`src/rtl/instr_sequencer_if.sv`:
```
// Instruction sequencer bus: program load handshake, run control and processor-side outputs.
// master = program/control source, slave = instr_sequencer.
interface instr_sequencer_if;
  logic       clear;
  logic       load_valid;
  logic [9:0] load_data;
  logic [1:0] load_cycles;
  logic       load_ready;
  logic       start;
  logic [9:0] data;
  logic       w;
  logic       busy;
  logic       done;
  logic [3:0] issued;

  modport master (
    output clear, load_valid, load_data, load_cycles, start,
    input  load_ready, data, w, busy, done, issued
  );

  modport slave (
    input  clear, load_valid, load_data, load_cycles, start,
    output load_ready, data, w, busy, done, issued
  );
endinterface

```
`src/rtl/instr_sequencer.sv`:
```
// Buffers up to DEPTH {cycles,word} entries and issues each for cycles+1 clocks; PROG_LOOP_EN wraps the program.
// Start -> first word on the next edge; loads are refused (load_ready low) while running, clearing or full.
module instr_sequencer #(
  parameter int DEPTH = 8
) (
  input  logic              clock,
  input  logic              reset,
  instr_sequencer_if.slave  bus
);

  localparam int AW = (DEPTH > 1) ? $clog2(DEPTH) : 1;
  localparam int PW = AW + 1;
  localparam logic [PW-1:0] DEPTH_P = PW'(DEPTH);

  typedef enum logic [1:0] {IDLE, ISSUE, HOLD, DONE} state_t;

  state_t          state_q, state_d;
  logic [11:0]     mem [DEPTH];
  logic [PW-1:0]   wr_q, wr_d, rd_q, rd_d, adv_ptr;
  logic [1:0]      cnt_q, cnt_d;
  logic [9:0]      data_q, data_d;
  logic [3:0]      issued_q, issued_d;
  logic            load_acc, adv_end, idle_like;
  logic [11:0]     load_word, entry0, adv_entry;

  assign idle_like      = (state_q == IDLE) || (state_q == DONE);
  assign load_word      = {bus.load_cycles, bus.load_data};
  assign bus.load_ready = ~bus.clear && idle_like && (wr_q < DEPTH_P);
  assign load_acc       = bus.load_valid && bus.load_ready;
  // An empty buffer can still start when a load lands in the same cycle.
  assign entry0         = (wr_q == '0) ? load_word : mem[0];

  always_comb begin
    adv_ptr = rd_q + PW'(1);
    adv_end = 1'b0;
    if (adv_ptr == wr_q) begin
`ifdef PROG_LOOP_EN
      adv_ptr = '0;
`else
      adv_end = 1'b1;
`endif
    end
    adv_entry = mem[adv_ptr[AW-1:0]];
  end

  always_comb begin
    state_d  = state_q;
    wr_d     = wr_q;
    rd_d     = rd_q;
    cnt_d    = cnt_q;
    data_d   = data_q;
    issued_d = issued_q;
    if (bus.clear) begin
      wr_d    = '0;
      state_d = IDLE;
    end else begin
      if (load_acc) wr_d = wr_q + PW'(1);
      case (state_q)
        IDLE, DONE: begin
          if (bus.start && ((wr_q != '0) || load_acc)) begin
            rd_d = '0;
            if (entry0[11:10] == 2'd0) begin
              state_d  = DONE;
              issued_d = 4'd0;
            end else begin
              state_d  = ISSUE;
              cnt_d    = entry0[11:10];
              data_d   = entry0[9:0];
              issued_d = 4'd1;
            end
          end
        end
        ISSUE, HOLD: begin
          // cnt counts the clocks still owed to the current word after this one.
          if (cnt_q != 2'd0) begin
            cnt_d   = cnt_q - 2'd1;
            state_d = HOLD;
          end else if (adv_end || (adv_entry[11:10] == 2'd0)) begin
            state_d = DONE;
          end else begin
            state_d  = ISSUE;
            rd_d     = adv_ptr;
            cnt_d    = adv_entry[11:10];
            data_d   = adv_entry[9:0];
            issued_d = issued_q + 4'd1;
          end
        end
        default: state_d = IDLE;
      endcase
    end
  end

  always_ff @(posedge clock) begin
    if (reset) begin
      state_q  <= IDLE;
      wr_q     <= '0;
      rd_q     <= '0;
      cnt_q    <= 2'd0;
      data_q   <= 10'd0;
      issued_q <= 4'd0;
    end else begin
      state_q  <= state_d;
      wr_q     <= wr_d;
      rd_q     <= rd_d;
      cnt_q    <= cnt_d;
      data_q   <= data_d;
      issued_q <= issued_d;
    end
  end

  always_ff @(posedge clock) begin
    if (!reset && load_acc) mem[wr_q[AW-1:0]] <= load_word;
  end

  assign bus.busy   = (state_q == ISSUE) || (state_q == HOLD);
  assign bus.w      = bus.busy;
  assign bus.done   = (state_q == DONE);
  assign bus.data   = data_q;
  assign bus.issued = issued_q;

endmodule

```
`src/flat_wrapper.sv`:
```
// flat-port wrapper written by rule: the top's interface ports become plain ports
module instr_sequencer_flat 
#(
  parameter int DEPTH = 8
)
  (clock, reset, bus_clear, bus_load_valid, bus_load_data, bus_load_cycles, bus_start, bus_load_ready, bus_data, bus_w, bus_busy, bus_done, bus_issued);
  instr_sequencer_if bus_i ();
  input  logic clock;
  input  logic reset;
  input wire logic [$bits(bus_i.clear)-1:0] bus_clear;
  input wire logic [$bits(bus_i.load_valid)-1:0] bus_load_valid;
  input wire logic [$bits(bus_i.load_data)-1:0] bus_load_data;
  input wire logic [$bits(bus_i.load_cycles)-1:0] bus_load_cycles;
  input wire logic [$bits(bus_i.start)-1:0] bus_start;
  output wire logic [$bits(bus_i.load_ready)-1:0] bus_load_ready;
  output wire logic [$bits(bus_i.data)-1:0] bus_data;
  output wire logic [$bits(bus_i.w)-1:0] bus_w;
  output wire logic [$bits(bus_i.busy)-1:0] bus_busy;
  output wire logic [$bits(bus_i.done)-1:0] bus_done;
  output wire logic [$bits(bus_i.issued)-1:0] bus_issued;
  assign bus_i.clear = bus_clear;
  assign bus_i.load_valid = bus_load_valid;
  assign bus_i.load_data = bus_load_data;
  assign bus_i.load_cycles = bus_load_cycles;
  assign bus_i.start = bus_start;
  assign bus_load_ready = bus_i.load_ready;
  assign bus_data = bus_i.data;
  assign bus_w = bus_i.w;
  assign bus_busy = bus_i.busy;
  assign bus_done = bus_i.done;
  assign bus_issued = bus_i.issued;
  instr_sequencer #(.DEPTH(DEPTH)) u_core (.clock(clock), .reset(reset), .bus(bus_i));
endmodule
```
`config.mk`:
```
export PLATFORM = sky130hd
export DESIGN_NAME = instr_sequencer_flat
export DESIGN_NICKNAME = d
export VERILOG_FILES = /design/src/rtl/instr_sequencer_if.sv /design/src/rtl/instr_sequencer.sv /design/src/flat_wrapper.sv
export SDC_FILE = /design/constraint.sdc
export NUM_CORES = 1
export LEC_CHECK = 0
export BUFFER_PORTS_ARGS = -buffer_cell sky130_fd_sc_hd__buf_2
export CAP_MARGIN = 10
export CORE_MARGIN = 2
export CORE_UTILIZATION = 50
export DETAILED_ROUTE_END_ITERATION = 6
export PLACE_DENSITY_LB_ADDON = 0.12
export SETUP_SLACK_MARGIN = 0.02
export SYNTH_ARGS = -nofsm -noshare
export SYNTH_HDL_FRONTEND = slang
export SYNTH_SLANG_ARGS = --single-unit
```
`constraint.sdc`:
```
create_clock -name clock -period 4.3 [get_ports clock]
set_clock_uncertainty 0.2 [all_clocks]
set_input_delay 0.215 -clock clock [delete_from_list [all_inputs] [get_ports clock]]
set_output_delay 0.215 -clock clock [all_outputs]
set_load 0.02 [all_outputs]
```
=== Word-level counts from Yosys, hierarchy flattened ===
Memory sizes are Yosys's and may differ from the RTL's.
Index checks and enable logic that the tools add are counted.

* RAM bits: 96
* Output and inout port bits: 18
* Flip-flop bits (word level): 26
* Word-level logic and storage cells: 72
* Memories: 1
* Input port bits: 17

{| class="wikitable"
|+ Memories
! memory !! depth !! width !! read ports !! clocked after Yosys merged registers in !! write ports !! RTL line !! text
|-
| u_core.mem || 8 || 12 || 2 || 0 || 1 || instr_sequencer.sv:18 || <nowiki>logic [11:0] mem [DEPTH];</nowiki>
|}

* $add $sub $neg: 4
* Order comparisons: 1
* Equal/unequal tests: 9
* Mux-type cells: 28
* Reduce and logical (&&, ||, !) cells: 22
* Bitwise operators: 1

{| class="wikitable"
|+ Operators with widths
! cell !! number
|-
| $mux W10 || 4
|-
| $mux W4 || 6
|-
| $pmux W10 S2 || 1
|-
| $mux W2 || 8
|-
| $pmux W4 S2 || 2
|-
| $add A4 B1 Y4 const B || 3
|-
| $mux W12 || 1
|-
| $pmux W2 S2 || 2
|-
| $reduce_and A4 Y1 || 2
|-
| $logic_not A2 Y1 || 3
|-
| $ne A2 B2 Y1 const B || 3
|-
| $reduce_or A2 Y1 || 3
|-
| $logic_and A1 B1 Y1 || 5
|-
| $reduce_and A5 Y1 || 1
|-
| $eq A2 B2 Y1 const B || 2
|-
| $eq A4 B4 Y1 || 1
|-
| $logic_not A4 Y1 || 1
|-
| $logic_or A1 B1 Y1 || 4
|-
| $lt A4 B4 Y1 const B || 1
|-
| $mux W1 || 4
|-
| $reduce_bool A4 Y1 || 1
|-
| $ne A3 B2 Y1 const B || 1
|-
| $eq A2 B1 Y1 const B || 1
|-
| $ne A2 B1 Y1 const B || 1
|-
| 4 further kinds || 4
|}

=== Longest topological paths before layout ===
Gate-level depths: netlist of the first run.

* Word-level depth: 9
* Mapped depth: 10
* Depth with buffers taken out: 8

=== Worst setup path before layout of the first run ===
No wires, ideal clock.

* Path type: register to register
* Start point: register u_core.state_q[0]
* End point: memory u_core.mem[2][0], enable pin
* Period minus slack after synthesis: 3.335 ns
* Cell stages (with the launch flop): 5
* Data required time: 3.688 ns
* Library setup time: 0.412 ns
* Path slack: 0.965 ns
* Buffers on the path: 0
* Data arrival time: 2.723 ns
* Cells stage by stage: dfxtp_1 ha_1 nor3_1 nand2_1 nor4_1

* Cells in the longest elaborated chain, start to end: 8
* Elaborated cells between the ends (all ways): 9
* Classes of those cells: eq/ne: 1; mux: 2; reduce/logical: 6

{| class="wikitable"
|+ Ends and longest elaborated chain
! element !! RTL line !! text
|-
| from (decl) || instr_sequencer.sv:17 || <nowiki>state_t state_q, state_d;</nowiki>
|-
| from (signal assigned) || instr_sequencer.sv:102 || <nowiki>state_q <= state_d;</nowiki>
|-
| $eq A2 B2 Y1 / $logic_not A2 Y1 (equally long branches) || instr_sequencer.sv:26 || <nowiki>assign idle_like = (state_q == IDLE) || (state_q == DONE);</nowiki>
|-
| $logic_or A1 B1 Y1 (*) || instr_sequencer.sv:26 ||
|-
| $logic_and A1 B1 Y1 (*) (2 in series) || instr_sequencer.sv:28 || <nowiki>assign bus.load_ready = ~bus.clear && idle_like && (wr_q < DEPTH_P);</nowiki>
|-
| $logic_and A1 B1 Y1 (*) || instr_sequencer.sv:29 || <nowiki>assign load_acc = bus.load_valid && bus.load_ready;</nowiki>
|-
| $logic_and A1 B1 Y1 (*) || instr_sequencer.sv:112 || <nowiki>if (!reset && load_acc) mem[wr_q[AW-1:0]] <= load_word;</nowiki>
|-
| $mux W1 (*) || instr_sequencer.sv:112 ||
|-
| $mux W1 (implied by the code) (*) || instr_sequencer.sv:112 ||
|-
| to (decl) || instr_sequencer.sv:18 ||
|}

Every way passes the cells marked *; elsewhere a longest branch is shown, timed or not.

=== Final worst setup path of the first run ===
* Start point: register u_core.rd_q[1]
* End point: register u_core.issued_q[1], in the netlist u_core.bus.issued[1]

* Cells in the longest elaborated chain, start to end: 6
* Elaborated cells between the ends (all ways): 8
* Classes of those cells: add/sub: 1; eq/ne: 2; mux: 1; reduce/logical: 3; memory: 1

{| class="wikitable"
|+ Ends and longest elaborated chain
! element !! RTL line !! text
|-
| from (decl) || instr_sequencer.sv:19 || <nowiki>logic [PW-1:0] wr_q, wr_d, rd_q, rd_d, adv_ptr;</nowiki>
|-
| from (signal assigned) || instr_sequencer.sv:104 || <nowiki>rd_q <= rd_d;</nowiki>
|-
| $add A4 B1 Y4 (*) || instr_sequencer.sv:34 || <nowiki>adv_ptr = rd_q + PW'(1);</nowiki>
|-
| $mem_v2 Z8 W12 / $eq A4 B4 Y1 (equally long branches) || n/a ||
|-
| $logic_not A2 Y1 / $mux W1 (equally long branches) || instr_sequencer.sv:78, instr_sequencer.sv:36 ||
|-
| $logic_or A1 B1 Y1 (*) || instr_sequencer.sv:78 || <nowiki>end else if (adv_end || (adv_entry[11:10] == 2'd0)) begin</nowiki>
|-
| $ne A2 B2 Y1 (no source line) (*) || n/a ||
|-
| $reduce_and A4 Y1 (no source line) (*) || n/a ||
|-
| to (signal assigned) || instr_sequencer.sv:107 || <nowiki>issued_q <= issued_d;</nowiki>
|-
| to (decl) || instr_sequencer.sv:22 || <nowiki>logic [3:0] issued_q, issued_d;</nowiki>
|}

Marks and branches as above.
A chain may end at the register's enable or synchronous reset.

==> impl_metrics.toml, run 1 <==
[run_status]
run_status = "finished clean"

[floorplan]
die_width_um = 108
die_area_um2 = 11600
floorplan.core_area_um2 = 10400
floorplan.die.height_um = 108
ios = 35
placement_rows = 37
floorplan.initialDensity = 0.518

[clock_tree]
cts.root.buffer_cell = "sky130_fd_sc_hd__clkbuf_8"
cts_num_sinks = 122
clk-insertion-delay-late_ns = 0.52
clk_path_buf_depth = 2
cts_post_setup_buffers_inserted = 0
clock_slew_at_the_register_clock_pins_of_the_worst_setup_and_hold_paths_ns = 0.06
ctsHtreeMaxLevel = 4
tritoncts = "built"
tritoncts.num_buffers = 17

[logic_synthesis]
yosysWarnings = 0
synthFlopType = "sky130_fd_sc_hd__edfxtp_1"
yosysTopAreaCellShare = 0.537
mappedNetlistArea_um2 = 5370
yosysSeqAreaShare = 0.634
postSynthAreaPerCell_um2 = 13.8
yosys.cell_types.count = 47
post_synthesis_cell_type_with_the_largest_combined_area = "sky130_fd_sc_hd__edfxtp_1"
synthesis.instances = 389
synth_nets = 411
asyncSetResetFlopFracSynth = 0
netlist_top_cells_area = "sky130_fd_sc_hd__edfxtp_1 54%, sky130_fd_sc_hd__mux4_2 10%, sky130_fd_sc_hd__dfxtp_1 9.7%"
number_of_enable_type_register_cells_in_the_synthesized_netlist = 96
yosys_register_bits = 122

[global_route]
grt_antenna_before_repair = 0
grt_pass1_vias = 3491
wire_length_of_the_first_global_routing_pass_um = 19600
largest_net_degree_at_the_start_of_global_routing = 33
grt_usage = 0.239
grt_overflow = 0

[hold_path]
holdPathStages = 6
holdCritPathClass = "input pin to flip-flop"
worstHoldEndpoint = "u_core.state_q[0]$_SDFFE_PP0P_"
hold_path_startpoint = "bus_load_valid"

[setup_path]
critPathRequiredTime_ns = 4.56
r2r_start = "u_core.rd_q[1]$_SDFFE_PP0P_"
timing.critical_path.fanout_max = 18
r2r-end = "u_core.bus.issued[1]$_SDFFE_PP0P_"
crit_type = "flip-flop to flip-flop"
end_kind = "flip-flop"
reg2regPathDepth = 8
critical_path.startpoint_type = "flip-flop"
reg2reg_slack_ns = 0.47
crit_arrival_ns = 4.09

[timing]
tightest_slew_ns = 0.936
final_min_period_over_clock_period = 0.891
timing_hold_violations_final = 0
post_route_setup_tns_ns = 0
finalSetupViolCount = 0
max_freq_mhz = 261
finalMaxSlewViolations = 0
setup_repair_after_global_routing_missed_its_margin = "no"
max-slew-margin-rel = 0.372
post-route-min-period_ns = 3.83

[pwr]
power.density_nw_per_um2 = 441
irDropWorstVdd_uv = 364
cellLeakagePower_uw = 0.00221

[job]
drv_cap = 0

[place]
dp.final_hpwl_um = 7500
post-place-cells = 553
place.port_buffers = 34
place.gp.congestion = 0.814

[detailed_routing]
drt_drc_violations_left = 0
via_density_per_instance = 5.89
dr.pass1.iters = 4
wire_per_inst_um = 21.2
via_count = 3546
postRouteAntennaNets = 0
drt_first_iter_violations = 326
postRouteWirelength_um = 12800

[cells_and_area]
layout-drive-gt1-share = 0.260
syn_to_final_growth_pct = 20.6
filler_cell_count = 795
antennaDiodeCount = 0
design.final.nets = 475
finalCoreUtilization = 0.625
instances_no_fill = 602
[layout make-up]
cell class / instances / area, µm² / share of cell area
Tap cell: 136 / 170 / 0.0263
Multi-Input combinational cell: 240 / 1880 / 0.291
Timing Repair Buffer: 68 / 468 / 0.0722
Clock inverter: 14 / 121 / 0.0187
Clock buffer: 18 / 418 / 0.0645
Inverter: 4 / 15.0 / 0.00232
Sequential cell: 122 / 3400 / 0.525
[Yosys cell counts (all sizes together), types with 10 or more instances]
master and instances:
edfxtp 96, nand2 47, dfxtp 26, mux4 25, nand3 21, nor2 21
o21ai 19, a21oi 18, clkbuf 13, mux2i 12, nor3 12, buf 10
nand4 10
[worst max path at each step]
stage / startpoint / endpoint / slack, ns
3_5_place_dp: u_core.rd_q[1]$_SDFFE_PP0P_ / u_core.bus.data[6]$_SDFFE_PP0P_ / 0.89
2_1_floorplan: u_core.state_q[0]$_SDFFE_PP0P_ / u_core.mem[2][0]$_DFFE_PP_ / 0.96
5_1_grt: u_core.rd_q[1]$_SDFFE_PP0P_ / u_core.bus.issued[1]$_SDFFE_PP0P_ / 0.30
6_report: u_core.rd_q[1]$_SDFFE_PP0P_ / u_core.bus.issued[1]$_SDFFE_PP0P_ / 0.47
4_1_cts: u_core.rd_q[1]$_SDFFE_PP0P_ / u_core.bus.issued[1]$_SDFFE_PP0P_ / 0.51
3_3_place_gp: u_core.rd_q[1]$_SDFFE_PP0P_ / u_core.bus.data[1]$_SDFFE_PP0P_ / 1.08
[state kept, by name, summed over array words and instances (netlist names)]
name,cells
u_core.wr_q,4
u_core.cnt_q,2
u_core.state_q,2
u_core.rd_q,4
u_core.bus.issued,4
u_core.bus.data,10
u_core.mem,96
[stage by stage]
| stage | setup slack, ns | area [µm²] | total power, µW | hold slack [ns] |
|---|---|---|---|---|
| 2_1_floorplan | 0.965 | 5370 | 1500 | 0.114 |
| 3_3_place_gp | 1.08 | 5770 | 1580 | 0.269 |
| 3_5_place_dp | 0.890 | 5770 | 1580 | 0.273 |
| 4_1_cts | 0.514 | 6480 | 2880 | 0.0913 |
| 5_1_grt | 0.304 | 6480 | 2960 | 0.148 |
| 6_report | 0.468 | 6480 | 2860 | 0.141 |
[layer usage]
metal | global-route usage | wire length, µm | part of all wire | up-vias
met3 | 0.0557 | 878 | 0.069 | 15
li1 | - | - | - | 1645
met1 | 0.320 | 5410 | 0.42 | 1757
met2 | 0.370 | 6210 | 0.49 | 129
met5 | 0 | 0 | 0 | -
met4 | 0.112 | 259 | 0.020 | 0
[cell families (layout without fill, tap and decap cells)]
kind of cell | Yosys count | after routing | share of synthesized area
compound gates | 63 | 63 | 0.0757
simple gates | 127 | 127 | 0.112
flops | 122 | 122 | 0.634
buf+inv | 27 | 104 | 0.0217
mux | 37 | 37 | 0.127
xor+xnor | 8 | 8 | 0.0179
fa+ha+maj | 5 | 5 | 0.0116
[layout by cell type, fill, tap and decap left out, types with 5 or more instances in the layout]
| cell type | instances |
|---|---|
| sky130_fd_sc_hd__buf_2 | 34 |
| sky130_fd_sc_hd__clkbuf_16 | 16 |
| sky130_fd_sc_hd__buf_4 | 17 |
| sky130_fd_sc_hd__ha_1 | 5 |
| sky130_fd_sc_hd__a21oi_1 | 18 |
| sky130_fd_sc_hd__edfxtp_1 | 96 |
| sky130_fd_sc_hd__mux4_2 | 25 |
| sky130_fd_sc_hd__dlygate4sd3_1 | 17 |
| sky130_fd_sc_hd__nand4_1 | 10 |
| sky130_fd_sc_hd__nand2_1 | 47 |
| sky130_fd_sc_hd__mux2i_1 | 12 |
| sky130_fd_sc_hd__nor3_1 | 8 |
| sky130_fd_sc_hd__o21ai_0 | 17 |
| sky130_fd_sc_hd__dfxtp_1 | 26 |
| sky130_fd_sc_hd__nor2_1 | 21 |
| sky130_fd_sc_hd__nand3_1 | 20 |
[where the power goes]
group	leakage (µW)	switching [µW]	internal, µW	total (µW)
sequential	0.00108	13.1	1290	1300
combinational	0.000881	166	103	269
clock	0.000253	521	766	1290
[worst max-delay path: stages, from the launching register on]
cell	delay [ns]
sky130_fd_sc_hd__dfxtp_1	0.35
sky130_fd_sc_hd__ha_1	0.29
sky130_fd_sc_hd__xor2_4	0.66
sky130_fd_sc_hd__xor2_2	0.19
sky130_fd_sc_hd__o41a_2	0.47
sky130_fd_sc_hd__a31oi_2	0.71
sky130_fd_sc_hd__o21ai_0	0.17
sky130_fd_sc_hd__a21oi_1	0.17
sky130_fd_sc_hd__dlygate4sd3_1	0.56
[timing repair]
item                      in CTS  in global routing
hold buffers                  17                  0
hold endpoints to repair     116                  0
gates resized for setup        0                  0
Note: power is estimated with default switching activity, not from simulation.
==> run 2, diff against run 1 <==
==> constraint.sdc (replaced) <==
create_clock -name clock -period 3.4 [get_ports clock]
set_clock_uncertainty 0.2 [all_clocks]
set_input_delay 0.17 -clock clock [delete_from_list [all_inputs] [get_ports clock]]
set_output_delay 0.17 -clock clock [all_outputs]
set_load 0.02 [all_outputs]
==> impl_metrics.toml, run 2 (synthesis results as in run 1) <==
[pwr]
power.sequential.fraction = 0.448
power_frac_comb = 0.092
power_switching_uw = 875
power.density_nw_per_um2 = 561
totalPowerFinal_uw = 3680
irDropWorstVdd_uv = 571
clockPowerShare = 0.460
power.share.switching = 0.238
cellLeakagePower_uw = 0.00226
power_report.internal_total_uw = 2800

[global_route]
grt_overflow = 0
grt_antenna_before_repair = 0
grt_pass1_vias = 3573
wire_length_of_the_first_global_routing_pass_um = 20000
grt_usage = 0.239
largest_net_degree_at_the_start_of_global_routing = 33

[hold_path]
hold_path_startpoint = "bus_load_valid"
worstHoldEndpoint = "u_core.state_q[0]$_SDFFE_PP0P_"
holdPathStages = 6
holdCritPathClass = "input pin to flip-flop"

[timing]
finalMaxSlewViolations = 0
post_route_setup_tns_ns = 0
timing_hold_violations_final = 0
tightest_slew_ns = 0.952
finalSetupViolCount = 0
whs_ns = 0.114
max_freq_mhz = 318
setup_repair_after_global_routing_missed_its_margin = "no"
post-route-min-period_ns = 3.15
final_min_period_over_clock_period = 0.925
max-slew-margin-rel = 0.363

[setup_path]
reg2regPathDepth = 9
timing.critical_path.fanout_max = 14
r2r-end = "u_core.bus.issued[1]$_SDFFE_PP0P_"
reg2reg_slack_ns = 0.25
r2r_start = "u_core.rd_q[0]$_SDFFE_PP0P_"
critPathRequiredTime_ns = 3.66
crit_type = "flip-flop to flip-flop"
critical_path.startpoint_type = "flip-flop"
crit_arrival_ns = 3.40
end_kind = "flip-flop"

[detailed_routing]
dr.pass1.iters = 4
postRouteAntennaNets = 0
via_density_per_instance = 5.84
drt_first_iter_violations = 326
wire_per_inst_um = 20.9
postRouteWirelength_um = 12700
via_count = 3552
drt_drc_violations_left = 0

[cells_and_area]
layout_common_cells = "96 x sky130_fd_sc_hd__edfxtp_1, 47 x sky130_fd_sc_hd__nand2_1, 34 x sky130_fd_sc_hd__buf_2, 26 x sky130_fd_sc_hd__dfxtp_1, 25 x sky130_fd_sc_hd__mux4_2"
design.final.nets = 481
layout-drive-gt1-share = 0.273
syn_to_final_growth_pct = 22.0
final_common_cell = "sky130_fd_sc_hd__edfxtp_1"
antennaDiodeCount = 0
footprint_of_the_multi_input_gates_um2 = 1890
filler_cell_count = 800
storage_cell_area_um2 = 3400
largest_reg_flops = 96

[clock_tree]
clk_path_buf_depth = 2
clk-insertion-delay-late_ns = 0.51
cts.root.buffer_cell = "sky130_fd_sc_hd__clkbuf_8"
tritoncts = "built"
tritoncts.num_buffers = 17
clock_slew_at_the_register_clock_pins_of_the_worst_setup_and_hold_paths_ns = 0.06
ctsHtreeMaxLevel = 4
cts_num_sinks = 122
cts_post_setup_buffers_inserted = 0

[floorplan]
floorplan.die.height_um = 108
die_width_um = 108
floorplan.core_area_um2 = 10400
die_area_um2 = 11600
placement_rows = 37
ios = 35
floorplan.initialDensity = 0.518

[place]
place.gp.congestion = 0.871
place.port_buffers = 34
dp.final_hpwl_um = 8070

[job]
drv_cap = 0

[run_status]
run_status = "finished clean"
-- run 2: cell count changes in the layout (fill, tap and decap cells not counted), sizes merged --
cell | before | now
buf | 51 | 57
bufinv | 1 | 2
clkinv | 6 | 7
clkinvlp | 4 | 3
inv | 7 | 6
-- run 2: cell type report --
cell class	instances	share of cell area
Tap cell	136	0.0260
Timing Repair Buffer	74	0.0788
Clock inverter	14	0.0221
Inverter	4	0.00229
Clock buffer	18	0.0638
Multi-Input combinational cell	240	0.288
Sequential cell	122	0.519
-- run 2: through the flow --
stage,std cells,area [µm²],worst slack [ns],util
after floorplan,389,5370,0.0649,-
after global placement,559,5810,0.560,0.561
after detailed placement,559,5810,0.428,0.561
after CTS,608,6550,0.132,0.631
after global routing,608,6550,0.0285,0.632
final,608,6550,0.255,0.632
-- run 2: timing repair --
action                                  4_1_cts  5_1_grt
hold endpoints to repair                    122        0
hold buffers                                 17        0
gates resized for setup                       0        2
endpoints found under the setup margin        0        1
-- run 2: power by group through the flow --
stage	registers, µW	clock network, µW	logic (µW)
after floorplan	1690	0	203
after global placement	1680	0	315
after detailed placement	1680	0	317
after CTS	1650	1730	335
after global routing	1650	1790	370
final	1650	1690	337
-- run 2: per-layer routing --
layer | share of wire | GRT usage
met5 | 0 | 0
met4 | 0.019 | 0.0971
met3 | 0.052 | 0.0460
met2 | 0.50 | 0.385
met1 | 0.42 | 0.322
-- run 2: worst max-delay path by stage --
stage | end | cells past startpoint | startpoint
after floorplan | u_core.mem[2][0]$_DFFE_PP_ | 4 | u_core.state_q[0]$_SDFFE_PP0P_
after global placement | u_core.bus.data[2]$_SDFFE_PP0P_ | 6 | u_core.rd_q[1]$_SDFFE_PP0P_
after detailed placement | u_core.bus.data[8]$_SDFFE_PP0P_ | 6 | u_core.rd_q[0]$_SDFFE_PP0P_
after CTS | u_core.bus.issued[1]$_SDFFE_PP0P_ | 9 | u_core.rd_q[0]$_SDFFE_PP0P_
after global routing | u_core.bus.issued[1]$_SDFFE_PP0P_ | 9 | u_core.rd_q[0]$_SDFFE_PP0P_
final | u_core.bus.issued[1]$_SDFFE_PP0P_ | 9 | u_core.rd_q[0]$_SDFFE_PP0P_
-- run 2: critical path, stage by stage (launching register included) --
cell and delay, ns:
sky130_fd_sc_hd__dfxtp_1 0.33, sky130_fd_sc_hd__ha_2 0.45, sky130_fd_sc_hd__or3b_2 0.46, sky130_fd_sc_hd__o311ai_1 0.11
sky130_fd_sc_hd__o311ai_1 0.30, sky130_fd_sc_hd__a31oi_2 0.22, sky130_fd_sc_hd__buf_4 0.22, sky130_fd_sc_hd__o21ai_0 0.09
sky130_fd_sc_hd__a21oi_1 0.15, sky130_fd_sc_hd__dlygate4sd3_1 0.55
